<file path="src/rtl/store_queue_if.sv">
// Store queue port bundle: issue, AGU, CDB snoop, branch, load-query and
// data-memory write signals. The slave modport is the queue side.
interface store_queue_if #(
    parameter int N_ENTRY    = 8,
    parameter int ADDR_WIDTH = 17,
    parameter int DATA_WIDTH = 32,
    parameter int TAG_WIDTH  = 6,
    parameter int B_WIDTH    = 3
);
    localparam int PW = $clog2(N_ENTRY);
    localparam int CW = PW + 1;

    logic                  issue_valid;
    logic                  issue_ready;
    logic                  issue_fpr;
    logic                  issue_addr_valid;
    logic [ADDR_WIDTH-1:0] issue_addr;
    logic                  issue_data_valid;
    logic [TAG_WIDTH-1:0]  issue_data_tag;
    logic [DATA_WIDTH-1:0] issue_data;
    logic [B_WIDTH-1:0]    issue_b_count;
    logic [PW-1:0]         issue_idx;

    logic                  agu_valid;
    logic [PW-1:0]         agu_idx;
    logic [ADDR_WIDTH-1:0] agu_addr;

    logic                  gpr_cdb_valid;
    logic [TAG_WIDTH-1:0]  gpr_cdb_tag;
    logic [DATA_WIDTH-1:0] gpr_cdb_data;
    logic                  fpr_cdb_valid;
    logic [TAG_WIDTH-1:0]  fpr_cdb_tag;
    logic [DATA_WIDTH-1:0] fpr_cdb_data;

    logic                  b_commit;
    logic                  failure;

    logic [CW-1:0]         ld_older;
    logic [ADDR_WIDTH-1:0] ld_addr;
    logic                  ld_ready;
    logic                  ld_hit;
    logic [DATA_WIDTH-1:0] ld_data;

    logic                  mem_we;
    logic [ADDR_WIDTH-1:0] mem_addr;
    logic [DATA_WIDTH-1:0] mem_din;

    logic [CW-1:0]         sq_count;
    logic                  sq_empty;

    modport master (
        output issue_valid, issue_fpr, issue_addr_valid, issue_addr,
               issue_data_valid, issue_data_tag, issue_data, issue_b_count,
               agu_valid, agu_idx, agu_addr,
               gpr_cdb_valid, gpr_cdb_tag, gpr_cdb_data,
               fpr_cdb_valid, fpr_cdb_tag, fpr_cdb_data,
               b_commit, failure, ld_older, ld_addr,
        input  issue_ready, issue_idx, ld_ready, ld_hit, ld_data,
               mem_we, mem_addr, mem_din, sq_count, sq_empty
    );

    modport slave (
        input  issue_valid, issue_fpr, issue_addr_valid, issue_addr,
               issue_data_valid, issue_data_tag, issue_data, issue_b_count,
               agu_valid, agu_idx, agu_addr,
               gpr_cdb_valid, gpr_cdb_tag, gpr_cdb_data,
               fpr_cdb_valid, fpr_cdb_tag, fpr_cdb_data,
               b_commit, failure, ld_older, ld_addr,
        output issue_ready, issue_idx, ld_ready, ld_hit, ld_data,
               mem_we, mem_addr, mem_din, sq_count, sq_empty
    );
endinterface

</file>
<file path="src/rtl/store_queue.sv">
// Circular store queue: holds stores until address, data and branch state
// are resolved, commits in order, and serves load forwarding queries.
module store_queue #(
    parameter int N_ENTRY    = 8,
    parameter int ADDR_WIDTH = 17,
    parameter int DATA_WIDTH = 32,
    parameter int TAG_WIDTH  = 6,
    parameter int B_WIDTH    = 3
) (
    input  logic         clk,
    input  logic         reset,
    store_queue_if.slave bus
);
    localparam int PW = $clog2(N_ENTRY);
    localparam int CW = PW + 1;

    logic [PW-1:0]         head_q, head_d;
    logic [PW-1:0]         tail_q, tail_d;
    logic [CW-1:0]         count_q, count_d;

    logic                  av_q   [N_ENTRY];
    logic                  av_d   [N_ENTRY];
    logic [ADDR_WIDTH-1:0] addr_q [N_ENTRY];
    logic [ADDR_WIDTH-1:0] addr_d [N_ENTRY];
    logic                  fpr_q  [N_ENTRY];
    logic                  fpr_d  [N_ENTRY];
    logic                  dv_q   [N_ENTRY];
    logic                  dv_d   [N_ENTRY];
    logic [TAG_WIDTH-1:0]  tag_q  [N_ENTRY];
    logic [TAG_WIDTH-1:0]  tag_d  [N_ENTRY];
    logic [DATA_WIDTH-1:0] data_q [N_ENTRY];
    logic [DATA_WIDTH-1:0] data_d [N_ENTRY];
    logic [B_WIDTH-1:0]    bc_q   [N_ENTRY];
    logic [B_WIDTH-1:0]    bc_d   [N_ENTRY];

    logic                  jc_valid_q;
    logic [ADDR_WIDTH-1:0] jc_addr_q;
    logic [DATA_WIDTH-1:0] jc_data_q;

    logic                  commit;
    logic                  accept;
    logic                  bc_dec;
    logic [CW-1:0]         survivors;
    logic                  occ        [N_ENTRY];
    logic [PW-1:0]         win_idx    [N_ENTRY];
    logic                  snoop_hit  [N_ENTRY];
    logic [DATA_WIDTH-1:0] snoop_data [N_ENTRY];
    logic                  iss_snoop;
    logic [DATA_WIDTH-1:0] iss_cdb_data;
    logic [B_WIDTH-1:0]    issue_bc;

    assign commit = (count_q != '0) && (bc_q[head_q] == '0) && av_q[head_q] && dv_q[head_q];
    assign bus.issue_ready = ((count_q < CW'(N_ENTRY)) || commit) && !bus.failure;
    assign accept = bus.issue_valid && bus.issue_ready;
    assign bc_dec = bus.b_commit && !bus.failure;

    assign bus.issue_idx = tail_q;
    assign bus.mem_we    = commit;
    assign bus.mem_addr  = addr_q[head_q];
    assign bus.mem_din   = data_q[head_q];
    assign bus.sq_count  = count_q;
    assign bus.sq_empty  = (count_q == '0);

    // Occupancy is derived from the distance to head, so entries never move.
    always_comb begin
        for (int unsigned i = 0; i < N_ENTRY; i++) begin
            win_idx[i] = head_q + PW'(i);
            occ[i]     = {1'b0, PW'(PW'(i) - head_q)} < count_q;
        end
    end

    always_comb begin
        for (int unsigned i = 0; i < N_ENTRY; i++) begin
            if (fpr_q[i]) begin
                snoop_hit[i]  = bus.fpr_cdb_valid && (bus.fpr_cdb_tag == tag_q[i]);
                snoop_data[i] = bus.fpr_cdb_data;
            end else begin
                snoop_hit[i]  = bus.gpr_cdb_valid && (bus.gpr_cdb_tag == tag_q[i]);
                snoop_data[i] = bus.gpr_cdb_data;
            end
        end
    end

    always_comb begin
        if (bus.issue_fpr) begin
            iss_snoop    = bus.fpr_cdb_valid && (bus.fpr_cdb_tag == bus.issue_data_tag);
            iss_cdb_data = bus.fpr_cdb_data;
        end else begin
            iss_snoop    = bus.gpr_cdb_valid && (bus.gpr_cdb_tag == bus.issue_data_tag);
            iss_cdb_data = bus.gpr_cdb_data;
        end
        // The issuing store counted a branch that resolves this same cycle.
        issue_bc = bus.issue_b_count;
        if (bc_dec && bus.issue_b_count != '0) issue_bc = bus.issue_b_count - B_WIDTH'(1);
    end

    always_comb begin
        survivors = '0;
        for (int unsigned i = 0; i < N_ENTRY; i++) begin
            if (occ[i] && bc_q[i] == '0) survivors = survivors + CW'(1);
        end
    end

    always_comb begin
        head_d = head_q + PW'(commit);
        if (bus.failure) begin
            tail_d  = head_q + survivors[PW-1:0];
            count_d = survivors - CW'(commit);
        end else begin
            tail_d  = tail_q + PW'(accept);
            count_d = count_q + CW'(accept) - CW'(commit);
        end

        av_d   = av_q;
        addr_d = addr_q;
        fpr_d  = fpr_q;
        dv_d   = dv_q;
        tag_d  = tag_q;
        data_d = data_q;
        bc_d   = bc_q;

        for (int unsigned i = 0; i < N_ENTRY; i++) begin
            if (accept && tail_q == PW'(i)) begin
                av_d[i]   = bus.issue_addr_valid;
                addr_d[i] = bus.issue_addr;
                fpr_d[i]  = bus.issue_fpr;
                tag_d[i]  = bus.issue_data_tag;
                bc_d[i]   = issue_bc;
                if (bus.issue_data_valid) begin
                    dv_d[i]   = 1'b1;
                    data_d[i] = bus.issue_data;
                end else if (iss_snoop) begin
                    dv_d[i]   = 1'b1;
                    data_d[i] = iss_cdb_data;
                end else begin
                    dv_d[i]   = 1'b0;
                    data_d[i] = bus.issue_data;
                end
            end else if (occ[i]) begin
                if (bus.agu_valid && bus.agu_idx == PW'(i)) begin
                    av_d[i]   = 1'b1;
                    addr_d[i] = bus.agu_addr;
                end
                if (!dv_q[i] && snoop_hit[i]) begin
                    dv_d[i]   = 1'b1;
                    data_d[i] = snoop_data[i];
                end
                if (bc_dec && bc_q[i] != '0) bc_d[i] = bc_q[i] - B_WIDTH'(1);
            end
        end
    end

    // Youngest matching window entry wins; the just-committed register covers
    // the store whose memory write lands in the same cycle as the load read.
    always_comb begin
        bus.ld_ready = 1'b1;
        bus.ld_hit   = 1'b0;
        bus.ld_data  = '0;
        for (int unsigned k = 0; k < N_ENTRY; k++) begin
            if (CW'(k) < bus.ld_older) begin
                if (!(av_q[win_idx[k]] && dv_q[win_idx[k]])) bus.ld_ready = 1'b0;
                if (av_q[win_idx[k]] && addr_q[win_idx[k]] == bus.ld_addr) begin
                    bus.ld_hit  = 1'b1;
                    bus.ld_data = data_q[win_idx[k]];
                end
            end
        end
        if (!bus.ld_hit && jc_valid_q && jc_addr_q == bus.ld_addr) begin
            bus.ld_hit  = 1'b1;
            bus.ld_data = jc_data_q;
        end
    end

    always_ff @(posedge clk or posedge reset) begin
        if (reset) begin
            head_q     <= '0;
            tail_q     <= '0;
            count_q    <= '0;
            jc_valid_q <= 1'b0;
            jc_addr_q  <= '0;
            jc_data_q  <= '0;
            for (int unsigned i = 0; i < N_ENTRY; i++) begin
                av_q[i]   <= 1'b0;
                addr_q[i] <= '0;
                fpr_q[i]  <= 1'b0;
                dv_q[i]   <= 1'b0;
                tag_q[i]  <= '0;
                data_q[i] <= '0;
                bc_q[i]   <= '0;
            end
        end else begin
            head_q     <= head_d;
            tail_q     <= tail_d;
            count_q    <= count_d;
            jc_valid_q <= commit;
            jc_addr_q  <= addr_q[head_q];
            jc_data_q  <= data_q[head_q];
            for (int unsigned i = 0; i < N_ENTRY; i++) begin
                av_q[i]   <= av_d[i];
                addr_q[i] <= addr_d[i];
                fpr_q[i]  <= fpr_d[i];
                dv_q[i]   <= dv_d[i];
                tag_q[i]  <= tag_d[i];
                data_q[i] <= data_d[i];
                bc_q[i]   <= bc_d[i];
            end
        end
    end
endmodule

</file>
<file path="src/flat_wrapper.sv">
// flat-port wrapper written by rule: the top's interface ports become plain ports
module store_queue_flat 
#(
    parameter int N_ENTRY    = 8,
    parameter int ADDR_WIDTH = 17,
    parameter int DATA_WIDTH = 32,
    parameter int TAG_WIDTH  = 6,
    parameter int B_WIDTH    = 3
)
  (clk, reset, bus_issue_valid, bus_issue_fpr, bus_issue_addr_valid, bus_issue_addr, bus_issue_data_valid, bus_issue_data_tag, bus_issue_data, bus_issue_b_count, bus_agu_valid, bus_agu_idx, bus_agu_addr, bus_gpr_cdb_valid, bus_gpr_cdb_tag, bus_gpr_cdb_data, bus_fpr_cdb_valid, bus_fpr_cdb_tag, bus_fpr_cdb_data, bus_b_commit, bus_failure, bus_ld_older, bus_ld_addr, bus_issue_ready, bus_issue_idx, bus_ld_ready, bus_ld_hit, bus_ld_data, bus_mem_we, bus_mem_addr, bus_mem_din, bus_sq_count, bus_sq_empty);
  store_queue_if #(.N_ENTRY(N_ENTRY), .ADDR_WIDTH(ADDR_WIDTH), .DATA_WIDTH(DATA_WIDTH), .TAG_WIDTH(TAG_WIDTH), .B_WIDTH(B_WIDTH)) bus_i ();
  input  logic clk;
  input  logic reset;
  input wire logic [$bits(bus_i.issue_valid)-1:0] bus_issue_valid;
  input wire logic [$bits(bus_i.issue_fpr)-1:0] bus_issue_fpr;
  input wire logic [$bits(bus_i.issue_addr_valid)-1:0] bus_issue_addr_valid;
  input wire logic [$bits(bus_i.issue_addr)-1:0] bus_issue_addr;
  input wire logic [$bits(bus_i.issue_data_valid)-1:0] bus_issue_data_valid;
  input wire logic [$bits(bus_i.issue_data_tag)-1:0] bus_issue_data_tag;
  input wire logic [$bits(bus_i.issue_data)-1:0] bus_issue_data;
  input wire logic [$bits(bus_i.issue_b_count)-1:0] bus_issue_b_count;
  input wire logic [$bits(bus_i.agu_valid)-1:0] bus_agu_valid;
  input wire logic [$bits(bus_i.agu_idx)-1:0] bus_agu_idx;
  input wire logic [$bits(bus_i.agu_addr)-1:0] bus_agu_addr;
  input wire logic [$bits(bus_i.gpr_cdb_valid)-1:0] bus_gpr_cdb_valid;
  input wire logic [$bits(bus_i.gpr_cdb_tag)-1:0] bus_gpr_cdb_tag;
  input wire logic [$bits(bus_i.gpr_cdb_data)-1:0] bus_gpr_cdb_data;
  input wire logic [$bits(bus_i.fpr_cdb_valid)-1:0] bus_fpr_cdb_valid;
  input wire logic [$bits(bus_i.fpr_cdb_tag)-1:0] bus_fpr_cdb_tag;
  input wire logic [$bits(bus_i.fpr_cdb_data)-1:0] bus_fpr_cdb_data;
  input wire logic [$bits(bus_i.b_commit)-1:0] bus_b_commit;
  input wire logic [$bits(bus_i.failure)-1:0] bus_failure;
  input wire logic [$bits(bus_i.ld_older)-1:0] bus_ld_older;
  input wire logic [$bits(bus_i.ld_addr)-1:0] bus_ld_addr;
  output wire logic [$bits(bus_i.issue_ready)-1:0] bus_issue_ready;
  output wire logic [$bits(bus_i.issue_idx)-1:0] bus_issue_idx;
  output wire logic [$bits(bus_i.ld_ready)-1:0] bus_ld_ready;
  output wire logic [$bits(bus_i.ld_hit)-1:0] bus_ld_hit;
  output wire logic [$bits(bus_i.ld_data)-1:0] bus_ld_data;
  output wire logic [$bits(bus_i.mem_we)-1:0] bus_mem_we;
  output wire logic [$bits(bus_i.mem_addr)-1:0] bus_mem_addr;
  output wire logic [$bits(bus_i.mem_din)-1:0] bus_mem_din;
  output wire logic [$bits(bus_i.sq_count)-1:0] bus_sq_count;
  output wire logic [$bits(bus_i.sq_empty)-1:0] bus_sq_empty;
  assign bus_i.issue_valid = bus_issue_valid;
  assign bus_i.issue_fpr = bus_issue_fpr;
  assign bus_i.issue_addr_valid = bus_issue_addr_valid;
  assign bus_i.issue_addr = bus_issue_addr;
  assign bus_i.issue_data_valid = bus_issue_data_valid;
  assign bus_i.issue_data_tag = bus_issue_data_tag;
  assign bus_i.issue_data = bus_issue_data;
  assign bus_i.issue_b_count = bus_issue_b_count;
  assign bus_i.agu_valid = bus_agu_valid;
  assign bus_i.agu_idx = bus_agu_idx;
  assign bus_i.agu_addr = bus_agu_addr;
  assign bus_i.gpr_cdb_valid = bus_gpr_cdb_valid;
  assign bus_i.gpr_cdb_tag = bus_gpr_cdb_tag;
  assign bus_i.gpr_cdb_data = bus_gpr_cdb_data;
  assign bus_i.fpr_cdb_valid = bus_fpr_cdb_valid;
  assign bus_i.fpr_cdb_tag = bus_fpr_cdb_tag;
  assign bus_i.fpr_cdb_data = bus_fpr_cdb_data;
  assign bus_i.b_commit = bus_b_commit;
  assign bus_i.failure = bus_failure;
  assign bus_i.ld_older = bus_ld_older;
  assign bus_i.ld_addr = bus_ld_addr;
  assign bus_issue_ready = bus_i.issue_ready;
  assign bus_issue_idx = bus_i.issue_idx;
  assign bus_ld_ready = bus_i.ld_ready;
  assign bus_ld_hit = bus_i.ld_hit;
  assign bus_ld_data = bus_i.ld_data;
  assign bus_mem_we = bus_i.mem_we;
  assign bus_mem_addr = bus_i.mem_addr;
  assign bus_mem_din = bus_i.mem_din;
  assign bus_sq_count = bus_i.sq_count;
  assign bus_sq_empty = bus_i.sq_empty;
  store_queue #(.N_ENTRY(N_ENTRY), .ADDR_WIDTH(ADDR_WIDTH), .DATA_WIDTH(DATA_WIDTH), .TAG_WIDTH(TAG_WIDTH), .B_WIDTH(B_WIDTH)) u_core (.clk(clk), .reset(reset), .bus(bus_i));
endmodule
</file>
<file path="config.mk">
export PLATFORM = sky130hd
export DESIGN_NAME = store_queue_flat
export DESIGN_NICKNAME = d
export VERILOG_FILES = /design/src/rtl/store_queue_if.sv /design/src/rtl/store_queue.sv /design/src/flat_wrapper.sv
export SDC_FILE = /design/constraint.sdc
export NUM_CORES = 2
export LEC_CHECK = 0
export BUFFER_PORTS_ARGS = -buffer_cell sky130_fd_sc_hd__buf_2
export CAP_MARGIN = 20
export CORE_ASPECT_RATIO = 0.8
export CORE_MARGIN = 8
export CORE_UTILIZATION = 64
export CTS_CLUSTER_SIZE = 30
export DETAILED_ROUTE_END_ITERATION = 6
export MAX_ROUTING_LAYER = met4
export PLACE_DENSITY_LB_ADDON = 0.1
export SLEW_MARGIN = 20
export SYNTH_ARGS = -nofsm -noshare
export SYNTH_HDL_FRONTEND = slang
export SYNTH_SLANG_ARGS = --single-unit
</file>
<file path="constraint.sdc">
create_clock -name clk -period 21 [get_ports clk]
set_clock_uncertainty 0.1 [all_clocks]
set_input_delay 1.05 -clock clk [delete_from_list [all_inputs] [get_ports clk]]
set_output_delay 1.05 -clock clk [all_outputs]
set_load 0.05 [all_outputs]
</file>
==> impl_metrics.ini <==
[run_status]
status = finished, violations left
violations = design-rule violations

[floorplan]
coreArea_mm2 = 0.0820
ios = 279
die_x_um = 337
num_rows = 94
start_util_pct = 64.4
dieArea_mm2 = 0.0921
fp.dieH_um = 273

[cts]
cts_buffer_depth = 3
postCtsSetupRepairBufs = 0
cts_made_buffers = 60
hold_buffers = 0
cts_max_level = 2
clk_pin_slew_ns = 0.06
clock_sinks = 548
ctsResizeCount = 0
tritoncts = yes
clkLatencyLatePin_ns = 0.70
cts_root_buf = clkbuf_16

[final_layout]
layout-drive-gt1-share_pct = 18.7
instances_no_fill = 6772
fin_area_mm2 = 0.0559
fin_nets = 5831
nFillCells = 6459
fin_util_pct = 68.1
syn_to_final_growth_pct = 5.72

[place]
place_ws_ns = 12.13
place_inst = 6633
place.gp.congestion = 1.09
io_buffers = 278
dp_hpwl_mm = 137
dpl_cell_area_mm2 = 0.0537

[timing]
hold_viol_final = 0
maxSlewHeadroom_pct = 19.1
fin_hold_ws_ns = 0.341
min_period_over_period_pct = 46.7
tightestPinTransition_ns = 1.21
setup_viol = 0
slew_violations = 0
fin_crit_ns = 9.82
final.setup.tns_ns = 0
max_freq_mhz = 102
grt_setup_unrepaired = false
postLayoutSetupSlackWorst_ns = 11.18

[logic_synthesis]
syn_nets = 6036
syn_inst = 5797
async_flop_share_pct = 100
yosysTopAreaCell = dfrtp_1
yosys.area.top_type_share_pct = 26.0
synthFlopType = dfrtp_1
synth_edf_count = 0
avgSynthCellArea_um2 = 9.11
synth_most_common_cell = nand2_1
synth_warnings = 0
netlist_area_mm2 = 0.0528
synthTopCellsByArea = dfrtp_1 26%, mux4_2 18%, mux2i_1 13%
synth_common_cells = 938 x nand2_1, 687 x mux2i_1, 632 x o21ai_0
seq_area_frac_synth_pct = 26.0
ys_ff_latch = 548
synthDistinctLibCells = 98

[power]
switching_power_mw = 6.00
powerDensity_mw_per_mm2 = 204
power.static_leakage_nw = 22.9
max-vdd-ir-drop_v = 0.000183
intPower_mw = 5.42
comb_power_share_pct = 68.8
clockPowerShare_pct = 9.9
totalPowerFinal_mw = 11.4
p_seq_share_pct = 21.3
p_sw_share_pct = 52.5

[global_route]
antenna_found_initial = 23
grt_pass1_vias = 48200
track_usage_pct = 46.2
gr-total-overflow = 0
grt_max_degree = 157
grt_first_pass_wirelength_mm = 313

[critical_path]
r2r_slack_ns = 12.33
arrival_ns = 8.67
crit_required_ns = 19.85
worstPathMaxFanout = 64
start_kind = flip-flop
crit_type = flip-flop to output port
end_kind = output port

[detailed_routing]
drt_iter0_markers = 8365
wl_mm = 212
ant_nets = 0
drc = 4
dr.pass1.iters = 7
wire_per_inst_um = 31.3
viasPerCell = 7.47
num_vias = 50600

[run]
cap_viol_max_count = 0

[min_path]
hold_path.class = primary input to async pin
[area by class of cell]
type | count | area (um^2) | area share (%)
Antenna cell | 25 | 62.6 | 0.112
Timing Repair Buffer | 357 | 2060 | 3.68
Clock inverter | 27 | 323 | 0.578
Tap cell | 1104 | 1380 | 2.47
Clock buffer | 86 | 1750 | 3.13
Multi-Input combinational cell | 4553 | 36300 | 64.9
Sequential cell | 548 | 13700 | 24.6
Inverter | 72 | 285 | 0.511
[sequential cells by signal (all words and copies together), names as in the netlist]
signal,cells
u_core.data_q,256
u_core.addr_q,136
u_core.tag_q,48
u_core.jc_data_q,32
u_core.bc_q,24
u_core.jc_addr_q,17
u_core.av_q,8
u_core.dv_q,8
u_core.fpr_q,8
u_core.bus.sq_count,4
u_core.bus.issue_idx,3
u_core.head_q,3
u_core.jc_valid_q,1
[layer usage]
metal  vias up  global-route usage, %  share of wire [%]
met1     24400                   62.7                 38
met4         0                   21.2                5.3
met3       835                   17.6                 17
met2      4403                   60.6                 40
li1      21000                      -                  -
met5         -                      -                  0
[placed cells by master (no fill, tap or decap), types with 23 or more instances in the layout]
master / netlist / final
a22oi_1: 41 / 41
nor3b_1: 33 / 33
mux4_2: 425 / 425
dfrtp_1: 548 / 537
o2111ai_1: 40 / 40
and3_1: 38 / 38
diode_2: 0 / 25
nor3_1: 69 / 63
mux2i_1: 687 / 687
ha_1: 51 / 50
a31oi_1: 43 / 43
xor2_1: 59 / 58
inv_1: 55 / 52
nor2b_1: 23 / 23
clkbuf_16: 0 / 60
o311a_1: 27 / 27
nand2_1: 938 / 937
o21ai_0: 632 / 630
xnor2_1: 213 / 213
o221ai_1: 36 / 36
nor2_1: 339 / 337
nand2b_1: 67 / 67
buf_4: 43 / 73
nand3_1: 83 / 83
o211ai_1: 83 / 83
a21oi_1: 198 / 197
mux2_2: 75 / 75
nor4_1: 32 / 28
a41oi_1: 37 / 37
nand4_1: 40 / 40
buf_2: 80 / 277
[power by group through the flow]
stage          registers [mW]  logic (mW)  clock network, mW
3_3_place_gp             2.34        7.45                  0
3_5_place_dp             2.37        7.57                  0
2_1_floorplan            2.01        5.84                  0
6_report                 2.43        7.86               1.13
5_1_grt                  2.46        8.24               1.17
4_1_cts                  2.35        7.60               1.13
[final timing paths]
kind / cells past startpoint / endpoint / from
worst min register to register: 2 / u_core.tag_q[5] / u_core.tag_q[5]
worst max-delay path: 15 / bus_ld_data[31] / u_core.head_q[1]
min in group clk: 2 / u_core.tag_q[5] / u_core.tag_q[5]
worst max register to register: 26 / u_core.bus.issue_idx[2] / u_core.head_q[1]
max in group asynchronous: 6 / u_core.data_q[10] / reset
worst min-delay path: 2 / u_core.bus.sq_count[1] / reset
[cells by family after synthesis]
kind of cell	count (synthesis)	share of synthesized area, %
buffers and inverters	696	5.74
adders and majority gates	53	1.28
xor gates and xnor gates	276	4.68
AOI/OAI and AO/OA	1269	14.7
and+or+nand+nor	1767	14.9
muxes	1188	32.8
DFF	548	26.0
[critical path, stage by stage (launching register included)]
cell	delay, ns
dfrtp_4	0.99
clkinv_1	0.67
ha_4	1.05
buf_4	0.81
mux4_2	0.49
a22oi_1	0.31
nand4_1	0.12
mux2i_1	0.43
o2111ai_1	0.25
nor4_2	0.93
a211oi_4	0.10
nand4_4	0.10
buf_4	0.66
nor2_1	0.07
a31oi_1	0.48
buf_2	0.38
Note: power is estimated with default switching activity, not from simulation.
